`config.mk`:
```
export PLATFORM = sky130hd
export DESIGN_NAME = alu_mc
export DESIGN_NICKNAME = d
export VERILOG_FILES = /design/src/rtl/alu_pkg.sv /design/src/rtl/muldiv_iter.sv /design/src/rtl/alu_mc.sv
export SDC_FILE = /design/constraint.sdc
export NUM_CORES = 1
export LEC_CHECK = 0
export ABC_AREA = 0
export ABC_CLOCK_PERIOD_IN_PS = 8420
export CELL_PAD_IN_SITES_DETAIL_PLACEMENT = 1
export CELL_PAD_IN_SITES_GLOBAL_PLACEMENT = 2
export CORE_MARGIN = 4
export CORE_UTILIZATION = 35
export DETAILED_ROUTE_END_ITERATION = 8
export PLACE_DENSITY_LB_ADDON = 0.1
export SETUP_SLACK_MARGIN = 0.1
export SLEW_MARGIN = 0
export SYNTH_ARGS = -nofsm -noshare
export SYNTH_HDL_FRONTEND = slang
export SYNTH_SLANG_ARGS = --single-unit
```
`constraint.sdc`:
```
create_clock -name clk -period 8.42 [get_ports clk]
set_clock_uncertainty 0.05 [all_clocks]
set_input_delay 2.526 -clock clk [delete_from_list [all_inputs] [get_ports clk]]
set_output_delay 2.526 -clock clk [all_outputs]
set_load 0.03 [all_outputs]
```
`src/rtl/alu_pkg.sv`:
```
// Shared definitions for the multi-cycle ALU: opcodes, FSM states, iterator modes
// and the iteration counter width helper.
package alu_pkg;

    localparam logic [3:0] ALU_AND   = 4'b0000;
    localparam logic [3:0] ALU_OR    = 4'b0001;
    localparam logic [3:0] ALU_ADD   = 4'b0010;
    localparam logic [3:0] ALU_SLTU  = 4'b0101;
    localparam logic [3:0] ALU_SUB   = 4'b0110;
    localparam logic [3:0] ALU_SLT   = 4'b0111;
    localparam logic [3:0] ALU_MULTU = 4'b1000;
    localparam logic [3:0] ALU_DIVU  = 4'b1001;

    typedef enum logic [1:0] {
        S_IDLE = 2'b00,
        S_MUL  = 2'b01,
        S_DIV  = 2'b10,
        S_DONE = 2'b11
    } state_t;

    typedef enum logic {
        MD_MUL = 1'b0,
        MD_DIV = 1'b1
    } md_mode_t;

    // Counter must hold 0..width-1 without wrapping.
    function automatic int CNT_W(input int w);
        return (w < 2) ? 1 : $clog2(w);
    endfunction

endpackage

```
`src/rtl/muldiv_iter.sv`:
```
// One combinational step of the iterative datapath: shift-add multiply or
// restoring divide over the {acc, shreg} register pair.
module muldiv_iter
    import alu_pkg::*;
#(
    parameter int WIDTH = 32
) (
    input  md_mode_t           i_mode,
    input  logic [WIDTH-1:0]   i_acc,
    input  logic [WIDTH-1:0]   i_shreg,
    input  logic [WIDTH-1:0]   i_opnd,
    output logic [WIDTH-1:0]   o_acc_next,
    output logic [WIDTH-1:0]   o_shreg_next
);

    logic [WIDTH:0]   w_sum;
    logic [WIDTH:0]   w_shifted;
    logic [WIDTH-1:0] w_sub;
    logic             w_ge;

    // Multiply: add multiplicand when the current multiplier bit is set, then shift the
    // whole {acc, shreg} pair right so the product builds up from the bottom.
    assign w_sum = i_shreg[0] ? ({1'b0, i_acc} + {1'b0, i_opnd}) : {1'b0, i_acc};

    // Divide: shift the next dividend bit into the remainder; the difference only matters
    // when it is non-negative, and then it always fits in WIDTH bits.
    assign w_shifted = {i_acc, i_shreg[WIDTH-1]};
    assign w_ge      = (w_shifted >= {1'b0, i_opnd});
    assign w_sub     = w_shifted[WIDTH-1:0] - i_opnd;

    always_comb begin
        o_acc_next   = i_acc;
        o_shreg_next = i_shreg;
        if (i_mode == MD_MUL) begin
            o_acc_next   = w_sum[WIDTH:1];
            o_shreg_next = {w_sum[0], i_shreg[WIDTH-1:1]};
        end else begin
            o_acc_next   = w_ge ? w_sub : w_shifted[WIDTH-1:0];
            o_shreg_next = {i_shreg[WIDTH-2:0], w_ge};
        end
    end

endmodule

```
`src/rtl/alu_mc.sv`:
```
// Multi-cycle MIPS EX-stage ALU: single-cycle logic/arithmetic/compare ops plus
// iterative unsigned multiply and divide, with a start/busy/done handshake.
module alu_mc
    import alu_pkg::*;
#(
    parameter int WIDTH = 32
) (
    input  logic             clk,
    input  logic             reset,
    input  logic             start,
    input  logic [3:0]       ctl,
    input  logic [WIDTH-1:0] a,
    input  logic [WIDTH-1:0] b,
    output logic             busy,
    output logic             done,
    output logic [WIDTH-1:0] hi,
    output logic [WIDTH-1:0] lo,
    output logic             zero,
    output logic             div0
);

    localparam int CW = CNT_W(WIDTH);
    localparam logic [CW-1:0] CNT_LAST = CW'(WIDTH - 1);

    state_t           r_state;
    logic [CW-1:0]    r_cnt;
    logic [WIDTH-1:0] r_acc;
    logic [WIDTH-1:0] r_shreg;
    logic [WIDTH-1:0] r_opnd;
    logic             r_busy;
    logic             r_done;
    logic [WIDTH-1:0] r_hi;
    logic [WIDTH-1:0] r_lo;
    logic             r_zero;
    logic             r_div0;

    logic [WIDTH-1:0] w_simple;
    logic [WIDTH-1:0] w_acc_next;
    logic [WIDTH-1:0] w_shreg_next;
    md_mode_t         w_mode;

    // Single-cycle result, taken straight from the live inputs on the accepting edge.
    always_comb begin
        w_simple = '0;
        case (ctl)
            ALU_AND:  w_simple = a & b;
            ALU_OR:   w_simple = a | b;
            ALU_ADD:  w_simple = a + b;
            ALU_SUB:  w_simple = a - b;
            ALU_SLT:  w_simple = {{(WIDTH-1){1'b0}}, ($signed(a) < $signed(b))};
            ALU_SLTU: w_simple = {{(WIDTH-1){1'b0}}, (a < b)};
            default:  w_simple = '0;
        endcase
    end

    assign w_mode = (r_state == S_DIV) ? MD_DIV : MD_MUL;

    muldiv_iter #(.WIDTH(WIDTH)) u_iter (
        .i_mode       (w_mode),
        .i_acc        (r_acc),
        .i_shreg      (r_shreg),
        .i_opnd       (r_opnd),
        .o_acc_next   (w_acc_next),
        .o_shreg_next (w_shreg_next)
    );

    always_ff @(posedge clk or posedge reset) begin
        if (reset) begin
            r_state <= S_IDLE;
            r_cnt   <= '0;
            r_acc   <= '0;
            r_shreg <= '0;
            r_opnd  <= '0;
            r_busy  <= 1'b0;
            r_done  <= 1'b0;
            r_hi    <= '0;
            r_lo    <= '0;
            r_zero  <= 1'b0;
            r_div0  <= 1'b0;
        end else begin
            r_done <= 1'b0;
            unique case (r_state)
                S_IDLE: begin
                    if (start) begin
                        r_busy <= 1'b1;
                        r_cnt  <= '0;
                        if (ctl == ALU_MULTU) begin
                            r_state <= S_MUL;
                            r_acc   <= '0;
                            r_shreg <= a;
                            r_opnd  <= b;
                        end else if (ctl == ALU_DIVU && b != '0) begin
                            r_state <= S_DIV;
                            r_acc   <= '0;
                            r_shreg <= a;
                            r_opnd  <= b;
                        end else if (ctl == ALU_DIVU) begin
                            // Divide by zero finishes at once with a MIPS-like saturated quotient.
                            r_state <= S_DONE;
                            r_done  <= 1'b1;
                            r_hi    <= a;
                            r_lo    <= '1;
                            r_zero  <= 1'b0;
                            r_div0  <= 1'b1;
                        end else begin
                            r_state <= S_DONE;
                            r_done  <= 1'b1;
                            r_hi    <= '0;
                            r_lo    <= w_simple;
                            r_zero  <= (w_simple == '0);
                            r_div0  <= 1'b0;
                        end
                    end
                end
                S_MUL, S_DIV: begin
                    r_acc   <= w_acc_next;
                    r_shreg <= w_shreg_next;
                    if (r_cnt == CNT_LAST) begin
                        r_state <= S_DONE;
                        r_done  <= 1'b1;
                        r_hi    <= w_acc_next;
                        r_lo    <= w_shreg_next;
                        r_zero  <= (w_shreg_next == '0);
                        r_div0  <= 1'b0;
                    end else begin
                        r_cnt <= r_cnt + 1'b1;
                    end
                end
                S_DONE: begin
                    r_state <= S_IDLE;
                    r_busy  <= 1'b0;
                end
            endcase
        end
    end

    assign busy = r_busy;
    assign done = r_done;
    assign hi   = r_hi;
    assign lo   = r_lo;
    assign zero = r_zero;
    assign div0 = r_div0;

endmodule

```
# After elaboration in Yosys (flattened, before gate mapping)
# Cells that the tools add are included.
[totals] register_bits=171 in_bits=71 wordCells=109 out_inout_bits=68
[classes] add_sub_neg=5 order_cmp=3 n_bitwise=2 n_reduce_logical=16 muxes=55 eq_ne=17
[ops] op="$mux 32" count=21
[ops] op="$pmux 32 s2" count=4
[ops] op="$pmux 32 s6" count=1
[ops] op="$logic_not 32->1" count=2
[ops] op="$lt 32x32->1" count=2
[ops] op="$sub 32x32->32" count=2
[ops] op="$add 32x32->33" count=1
[ops] op="$ge 33x32->1" count=1
[ops] op="$mux 33" count=1
[ops] op="$add 32x32->32" count=1
[ops] op="$and 32x32->32" count=1
[ops] op="$or 32x32->32" count=1
[ops] op="$reduce_bool 32->1" count=1
[ops] op="$mux 1" count=17
[ops] op="$eq 4x3->1 const B" count=3
[ops] op="$mux 5" count=2
[ops] op="$ne 2x2->1 const B" count=5
[ops] op="$pmux 5 s2" count=1
[ops] op="$reduce_and 3->1" count=3
[ops] op="$eq 4x4->1 const B" count=2
[ops] op="$pmux 1 s2" count=4
[ops] op="$mux 2" count=3
[ops] op="$pmux 2 s3" count=1
[ops] op="$reduce_bool 2->1" count=3
[ops] op="13 further kinds" count=15

# Depth between registers and ports, before layout
# Gate-level depths: netlist of run 1.
[depth] depth_word=8 ltp_mapped=16

# By module
# From an unflattened synthesis of run 1, not the netlist that was laid out.
[hier_totals] cells_unflattened=2338 area_unflattened_um2=18152.4
[modules_own_cells] module="alu_mc" n_inst=1 area_per_inst_um2=13128.8 cells_each=1625
[modules_own_cells] module="muldiv_iter" n_inst=1 area_per_inst_um2=5023.6 cells_each=713

# Worst setup path before layout of run 1
# Ideal clock, no wire load.
[synth_timing] path_type="input to register" startpoint="input port a[4]" endpoint="register r_zero (netlist: zero)" t_arrival_ps=5431 path_buffers=1 required_time_ps=8278 path_slack_ps=2847 setup_ps=92 stages=14 cell_sequence="inv_1 -> ha_1 -> buf_6 -> a21o_1 -> a2111o_1 -> o21a_4 -> a31oi_4 -> o21ai_2 -> a221o_1 -> a221o_1 -> nand4b_4 -> nor4_2 -> nand4b_1 -> o31ai_2"
[synth_between] elab_chain_cells=8 word_cells_on_any_way=13 cone_classes="2 x add/sub; 2 x order compare; 6 x mux; 2 x bitwise; 1 x reduce/logical"
[synth_rtl] element="start, declared" line="alu_mc.sv:12" source="input logic [WIDTH-1:0] a,"
[synth_rtl] element="$sub 32x32->32 (tied with other cells)" line="alu_mc.sv:49" source="ALU_SUB: w_simple = a - b;"
[synth_rtl] element="$pmux 32 s6 (*)" line="alu_mc.sv:45" source="case (ctl)"
[synth_rtl] element="$logic_not 32->1 (*)" line="alu_mc.sv:110" source="r_zero <= (w_simple == '0);"
[synth_rtl] element="$mux 1 (*)" line="alu_mc.sv:97" source="end else if (ctl == ALU_DIVU) begin"
[synth_rtl] element="$mux 1 (*)" line="alu_mc.sv:92" source="end else if (ctl == ALU_DIVU && b != '0) begin"
[synth_rtl] element="$mux 1 (*)" line="alu_mc.sv:87" source="if (ctl == ALU_MULTU) begin"
[synth_rtl] element="$mux 1 (*)" line="alu_mc.sv:84" source="if (start) begin"
[synth_rtl] element="$pmux 1 s2 (*)" line="alu_mc.sv:82" source="unique case (r_state)"
[synth_rtl] element="end signal, assigned" line="alu_mc.sv:110"
[synth_rtl] element="end signal, assigned" line="alu_mc.sv:123" source="r_zero <= (w_shreg_next == '0);"
[synth_rtl] element="end, declared" line="alu_mc.sv:34" source="logic r_zero;"
# Mark *: on every way between the ends. The rest lies on a longest branch, timed or not. The select of a mux whose other input is x is not followed.
# A chain may end at the register's enable or synchronous reset.

# Worst setup path after layout of run 1
[layout_timing] startpoint="input port a[0]" endpoint="register r_zero (netlist: zero)"
# Same word-level chain as after synthesis.

==> out/qor.csv, run 1 <==
stage,metric,value,unit
yosys,synth_flop_cell,dfrtp_1,
global_route,first_global_vias,18400,
worst_setup_path,criticalPathCategory,in -> reg,
place,io_buffer_count,138,
layout,drive_above_1_share,5.34,%
clock_tree,cts_inserted_buffers,17,
die,fp.dieW,232,microns
worst_setup_path,critPathLaunchType,input pin,
worst_setup_path,r2r_end,hi[10],
yosys,synth_cells,2338,
sta,holdWs,427,ps
clock_tree,h-tree-depth,4,
status,status,"finished, final reports clean",
global_route,grt_first_pass_wirelength,120,mm
drt,drt_iter0_drc,1415,
worst_setup_path,crit_fanout,6,
power_and_ir_drop,p_seq_share,18.6,%
die,core,0.0493,sq mm
place,dp_hpwl,62.4,mm
power_and_ir_drop,max-vdd-ir-drop,0.213,mV
clock_tree,clk_pin_slew,80,ps
sta,fin_setup_tns,0,ps
place,dp_cells,3031,
hold_path,hold_path_class,reg -> reg,
yosys,ys_types,99,
power_and_ir_drop,p_per_area,426,mW/mm^2
clock_tree,cts.repair.resized,0,
clock_tree,insertion_delay,480,ps
clock_tree,clock-root-buffer,clkbuf_16,
global_route,overflow,0,
yosys,yosysWarnings,0,
yosys,synth_top_area_share,24.4,%
die,num_io_pins,139,
yosys,syn_nets,2581,
hold_path,hold_path_depth,2,
sta,slew_violations,0,
worst_setup_path,reg2reg_from,r_acc[1],
worst_setup_path,ff2ff_setup_slack,3800,ps
sta,setup_ws,1610,ps
yosys,synth_seq_cells,171,
drt,post_drt_wl_per_cell,26.2,microns
power_and_ir_drop,finalPower,8.57,mW
yosys,synth_top_area_cell,dfrtp_1,
die,fp.dieArea,0.0537,sq mm
drt,totalWireLength,80.2,mm
yosys,syn_area_per_cell,7.50,sq um
clock_tree,cts.sinks,171,
sta,max_slew.worst_pin.slew,954,ps
drt,drc_errors,0,
layout,stdcell_count,3065,
clock_tree,cts_tree,done,
place,routabilityCongestion,0.938,
sta,rsz0062_at_grt,no,
worst_setup_path,cp_cell_sequence,clkdlybuf4s50_1 > inv_1 > ha_1 > inv_1 > fa_1 > nand2b_1 > a211oi_1 > a211oi_2 > o211ai_1 > a41oi_1 > o31ai_1 > mux2i_1 > and3b_1 > and4_1 > nand4b_1 > o31ai_2,
yosys,synth.cell_area,0.0175,sq mm
sta,finalHoldViolCount,0,
power_and_ir_drop,pwr-share-comb,71.5,%
worst_setup_path,reg2regPathDepth,13,
run,drv_cap,0,
yosys,synth_seq_area_share,24.4,%
worst_setup_path,worstPathRequired,8770,ps
layout,stdcell_area,0.0201,sq mm
power_and_ir_drop,pwr-share-clk,9.9,%
place,placed_cell_area,0.0195,sq mm
clock_tree,hold_buffers,0,
worst_setup_path,arrival,7160,ps
place,pre_cts_ws,1170,ps
die,num_rows,81,
clock_tree,post_cts_buffers,0,
die,initial_core_util,35.6,%
power_and_ir_drop,power_leakage,8.99,nW
layout,layout.nets,2629,
power_and_ir_drop,switching_share,55.6,%
drt,vias,18200,
sta,fmax,147,MHz
global_route,antenna_found_initial,1,
yosys,synth_area_leaders,"dfrtp_1 24%, ha_1 12%, nand2_1 7.6%, o21ai_0 7.1%, a21oi_1 4.8%",
yosys,async_flop_share,100,%
yosys,synth_edf_count,0,
hold_path,min_to,lo[5],
power_and_ir_drop,p_int,3.80,mW
sta,slew_headroom,35.5,%
drt,post_drt_via_cell_ratio,5.95,
drt,dr.pass1.iters,5,
sta,finalSetupViolations,0,
worst_setup_path,end_kind,register,
die,die_h,232,microns
clock_tree,clockBufferDepth,2,
worst_setup_path,cp_slowest_cell,clkdlybuf4s50_1,
layout,syn_to_final_growth,14.8,%
layout,final_core_util,40.9,%
global_route,grt_max_degree,68,
worst_setup_path,crit_top_cell,inv_1,
drt,ant_nets,0,
sta,post-route-period-util,80.8,%
power_and_ir_drop,p_sw,4.77,mW
hold_path,hp-start,lo[5],
global_route,grtUsageTotal,29.3,%
worst_setup_path,crit_path_max_incr_delay,670,ps
sta,finalCriticalPeriod,6810,ps
-- flip-flops by register name (all words and copies together), names as in the netlist, 2 cells and up --
register and flops:
r_opnd 32, r_acc 32, r_cnt 5, lo 32
hi 32, r_state 2, r_shreg 32
-- cells by family (layout without fill, tap and decap cells) --
logic type	count (synthesis)	count (layout)	synth area share, %
and+or+nand+nor	787	787	20.9
xor gates and xnor gates	55	55	2.75
other	0	2	0
DFF	171	171	24.4
AOI/OAI and AO/OA	788	788	29.3
muxes	63	63	3.66
buffers and inverters	302	363	6.59
adders and majority gates	172	172	12.4
-- power groups by stage --
stage / Sequential (mW) / Combinational [mW] / Clock, mW
final: 1.60 / 6.13 / 0.845
after global routing: 1.65 / 6.70 / 0.894
after CTS: 1.59 / 6.12 / 0.867
after detailed placement: 1.60 / 6.08 / 0
after global placement: 1.59 / 6.00 / 0
after floorplan: 1.74 / 3.79 / 0
-- layout make-up --
cell class / instances / area, sq um
multi-input cells: 1865 / 12200
diodes: 2 / 5.00
fillers: 6104 / 29100
well taps: 664 / 831
flip-flops and latches: 171 / 4280
repair buffers: 167 / 1600
inverters: 164 / 623
clock inverters: 12 / 138
clock buffers: 20 / 447
-- worst max-delay path: cells and delay by family --
kind | cells | cell delay, ps
AO/OA/AOI/OAI | 6 | 2380
AND/OR/NAND/NOR | 4 | 610
buffers and inverters | 3 | 870
adder cells (fa/ha/maj) | 2 | 460
multiplexers | 1 | 290
-- worst max-delay path by stage --
stage	start	endpoint	slack (ps)
final	a[0]	zero	1610
after global routing	a[13]	zero	1410
after floorplan	reset	busy	1210
after CTS	b[15]	zero	1690
after detailed placement	b[15]	zero	1170
after global placement	a[5]	zero	1260
-- metal layers --
layer / GRT usage, % / up-vias / routed length, microns
met4: 10.3 / 0 / 2870
li1: - / 8502 / -
met1: 39.3 / 9129 / 36900
met5: 0 / - / 0
met2: 48.1 / 492 / 36800
met3: 4.50 / 106 / 3680
-- synthesized netlist by cell type, types with 15 or more instances --
master    number
a221o_1       15
dfrtp_1      171
nand3_1       33
nand2b_1      19
inv_1        163
xnor2_1       36
xor2_1        19
o21ai_0      249
nand4_1       20
and3_1        20
a31oi_1       29
o21a_1        17
mux2i_1       54
nor2b_1       30
nand2_1      355
clkbuf_1     107
nor2_1       149
nor4_1        31
a211oi_1      26
o21bai_1      15
o211ai_1      15
a221oi_1      27
nor3_1        53
buf_1         19
ha_1         168
a21o_1        55
o31ai_1       22
a21oi_1      169
-- layout by cell type (no fill, tap or decap), drive strengths merged, types with 16 or more instances in the layout --
cell	n
a221o	17
nand3	33
xnor2	36
nor4	33
nand4	20
inv	167
nor2	149
dfrtp	171
o211ai	16
nand2	355
a31oi	30
a21oi	170
a221oi	28
o31ai	23
xor2	19
buf	29
nand2b	19
nor2b	30
a211oi	27
clkbuf	20
o21a	18
clkdlybuf4s50	138
o21ai	257
and3	21
mux2i	54
ha	168
nor3	53
a21o	55
No activity file was read; power rests on OpenSTA's default activity.
==> inputs of run 2 (changes only) <==
- ABC_CLOCK_PERIOD_IN_PS: 8420 -> 7100
- clock period: 8.42 -> 7.1 ns (I/O delays scaled with it)
==> out/qor.csv, run 2 (same netlist as run 1, synthesis figures left out) <==
stage,metric,value,unit
drt,vias,18400,
die,initial_core_util,35.6,%
sta,finalHoldViolCount,0,
global_route,antenna_found_initial,5,
sta,holdWs,419,ps
power_and_ir_drop,switching_share,55.8,%
layout,final_cell_mix,"355 x nand2_1, 249 x o21ai_0, 171 x dfrtp_1",
drt,post_drt_wl_per_cell,26.2,microns
layout,layout.nets,2652,
clock_tree,cts_inserted_buffers,17,
die,num_rows,81,
place,routabilityCongestion,0.952,
worst_setup_path,crit_fanout,10,
clock_tree,clockBufferDepth,2,
clock_tree,clock-root-buffer,clkbuf_16,
global_route,grtUsageTotal,29.7,%
clock_tree,cts_tree,done,
die,fp.dieW,232,microns
status,status,"finished, final reports clean",
die,core,0.0493,sq mm
worst_setup_path,critPathLaunchType,input pin,
drt,ant_nets,0,
global_route,first_global_vias,18700,
layout,drive_above_1_share,6.28,%
global_route,overflow,0,
sta,fmax,159,MHz
clock_tree,clk_pin_slew,80,ps
drt,dr.pass1.iters,5,
layout,syn_to_final_growth,15.9,%
drt,totalWireLength,80.9,mm
die,fp.dieArea,0.0537,sq mm
sta,rsz0062_at_grt,no,
run,drv_cap,0,
clock_tree,cts.sinks,171,
drt,drt_iter0_drc,1314,
die,num_io_pins,139,
power_and_ir_drop,p_per_area,507,mW/mm^2
worst_setup_path,worstPathRequired,7460,ps
place,io_buffer_count,138,
power_and_ir_drop,p_int,4.56,mW
sta,finalCriticalPeriod,6300,ps
sta,finalSetupViolations,0,
clock_tree,h-tree-depth,4,
sta,slew_headroom,40.1,%
clock_tree,insertion_delay,500,ps
power_and_ir_drop,p_seq_share,18.5,%
global_route,grt_first_pass_wirelength,122,mm
layout,final_common_cell,nand2_1,
worst_setup_path,arrival,6650,ps
drt,drc_errors,0,
clock_tree,post_cts_buffers,0,
worst_setup_path,criticalPathCategory,in -> reg,
power_and_ir_drop,max-vdd-ir-drop,0.268,mV
place,dp_hpwl,62.5,mm
sta,slew_violations,0,
power_and_ir_drop,pwr-share-comb,71.4,%
worst_setup_path,end_kind,register,
clock_tree,hold_buffers,0,
power_and_ir_drop,pwr-share-clk,10.2,%
power_and_ir_drop,power_leakage,9.11,nW
sta,post-route-period-util,88.7,%
sta,max_slew.worst_pin.slew,892,ps
sta,fin_setup_tns,0,ps
hold_path,hold_path_class,reg -> reg,
drt,post_drt_via_cell_ratio,5.97,
power_and_ir_drop,p_sw,5.75,mW
clock_tree,cts.repair.resized,0,
die,die_h,232,microns
global_route,grt_max_degree,105,
layout,fillers,6088,
[run 2: cell types whose count changed in the layout (fill, tap and decap cells not counted), sizes merged]
cell | before | now
buf | 29 | 52
clkbuf | 20 | 19
clkinv | 6 | 3
clkinvlp | 1 | 2
diode | 2 | 1
inv | 167 | 170
[run 2: metrics by stage]
| stage | utilization (%) | worst slack [ps] | std cells | area [sq um] | total power, mW |
|---|---|---|---|---|---|
| after floorplan | - | 288 | 2338 | 17500 | 6.56 |
| after global placement | 40.0 | 496 | 3054 | 19700 | 9.08 |
| after detailed placement | 40.0 | 399 | 3054 | 19700 | 9.20 |
| after CTS | 41.3 | 908 | 3086 | 20300 | 10.3 |
| after global routing | 41.3 | 552 | 3086 | 20300 | 11.1 |
| final | 41.3 | 802 | 3087 | 20300 | 10.3 |
[run 2: path summary, 6_finish.rpt]
kind | depth (start not counted) | slack, ps | endpoint | start
max | 14 | 800 | zero | b[7]
min | 2 | 420 | lo[18] | lo[18]
max reg2reg | 13 | 2240 | hi[10] | r_acc[0]
min reg2reg | 2 | 420 | lo[18] | lo[18]
max in group asynchronous | 3 | 3750 | lo[0] | reset
min in group asynchronous | 2 | 2130 | r_opnd[29] | reset
[run 2: critical path: stages]
cell and delay [ps]:
clkdlybuf4s50_1 610, inv_1 110, ha_1 520, inv_1 180, a311o_1 460, a211oi_2 410, o211ai_1 290, a41oi_1 710
o21ai_0 230, and3_1 220, a21oi_1 230, and4_1 230, nand4b_1 130, o31ai_2 200
[run 2: final cells by class]
class | instances | area [sq um] | area share, %
repair buffers | 190 | 1780 | 8.78
clock inverters | 13 | 151 | 0.745
well taps | 664 | 831 | 4.09
multi-input cells | 1865 | 12200 | 60.0
inverters | 164 | 623 | 3.07
clock buffers | 19 | 453 | 2.23
diodes | 1 | 2.50 | 0.0123
flip-flops and latches | 171 | 4280 | 21.1
[run 2: metal layers]
layer	part of all wire, %	vias to the layer above	track usage, %
met2	46	497	48.8
met3	4.7	113	4.29
met5	0.043	-	0
met4	3.3	6	9.75
met1	46	9234	40.2
li1	-	8567	-
[run 2: power by group through the flow]
stage	combinational, mW	sequential [mW]	clock (mW)
detailed placement	7.30	1.91	0
finish	7.36	1.90	1.05
floorplan	4.50	2.07	0
global route	8.06	1.95	1.10
global placement	7.18	1.90	0
CTS	7.34	1.89	1.07
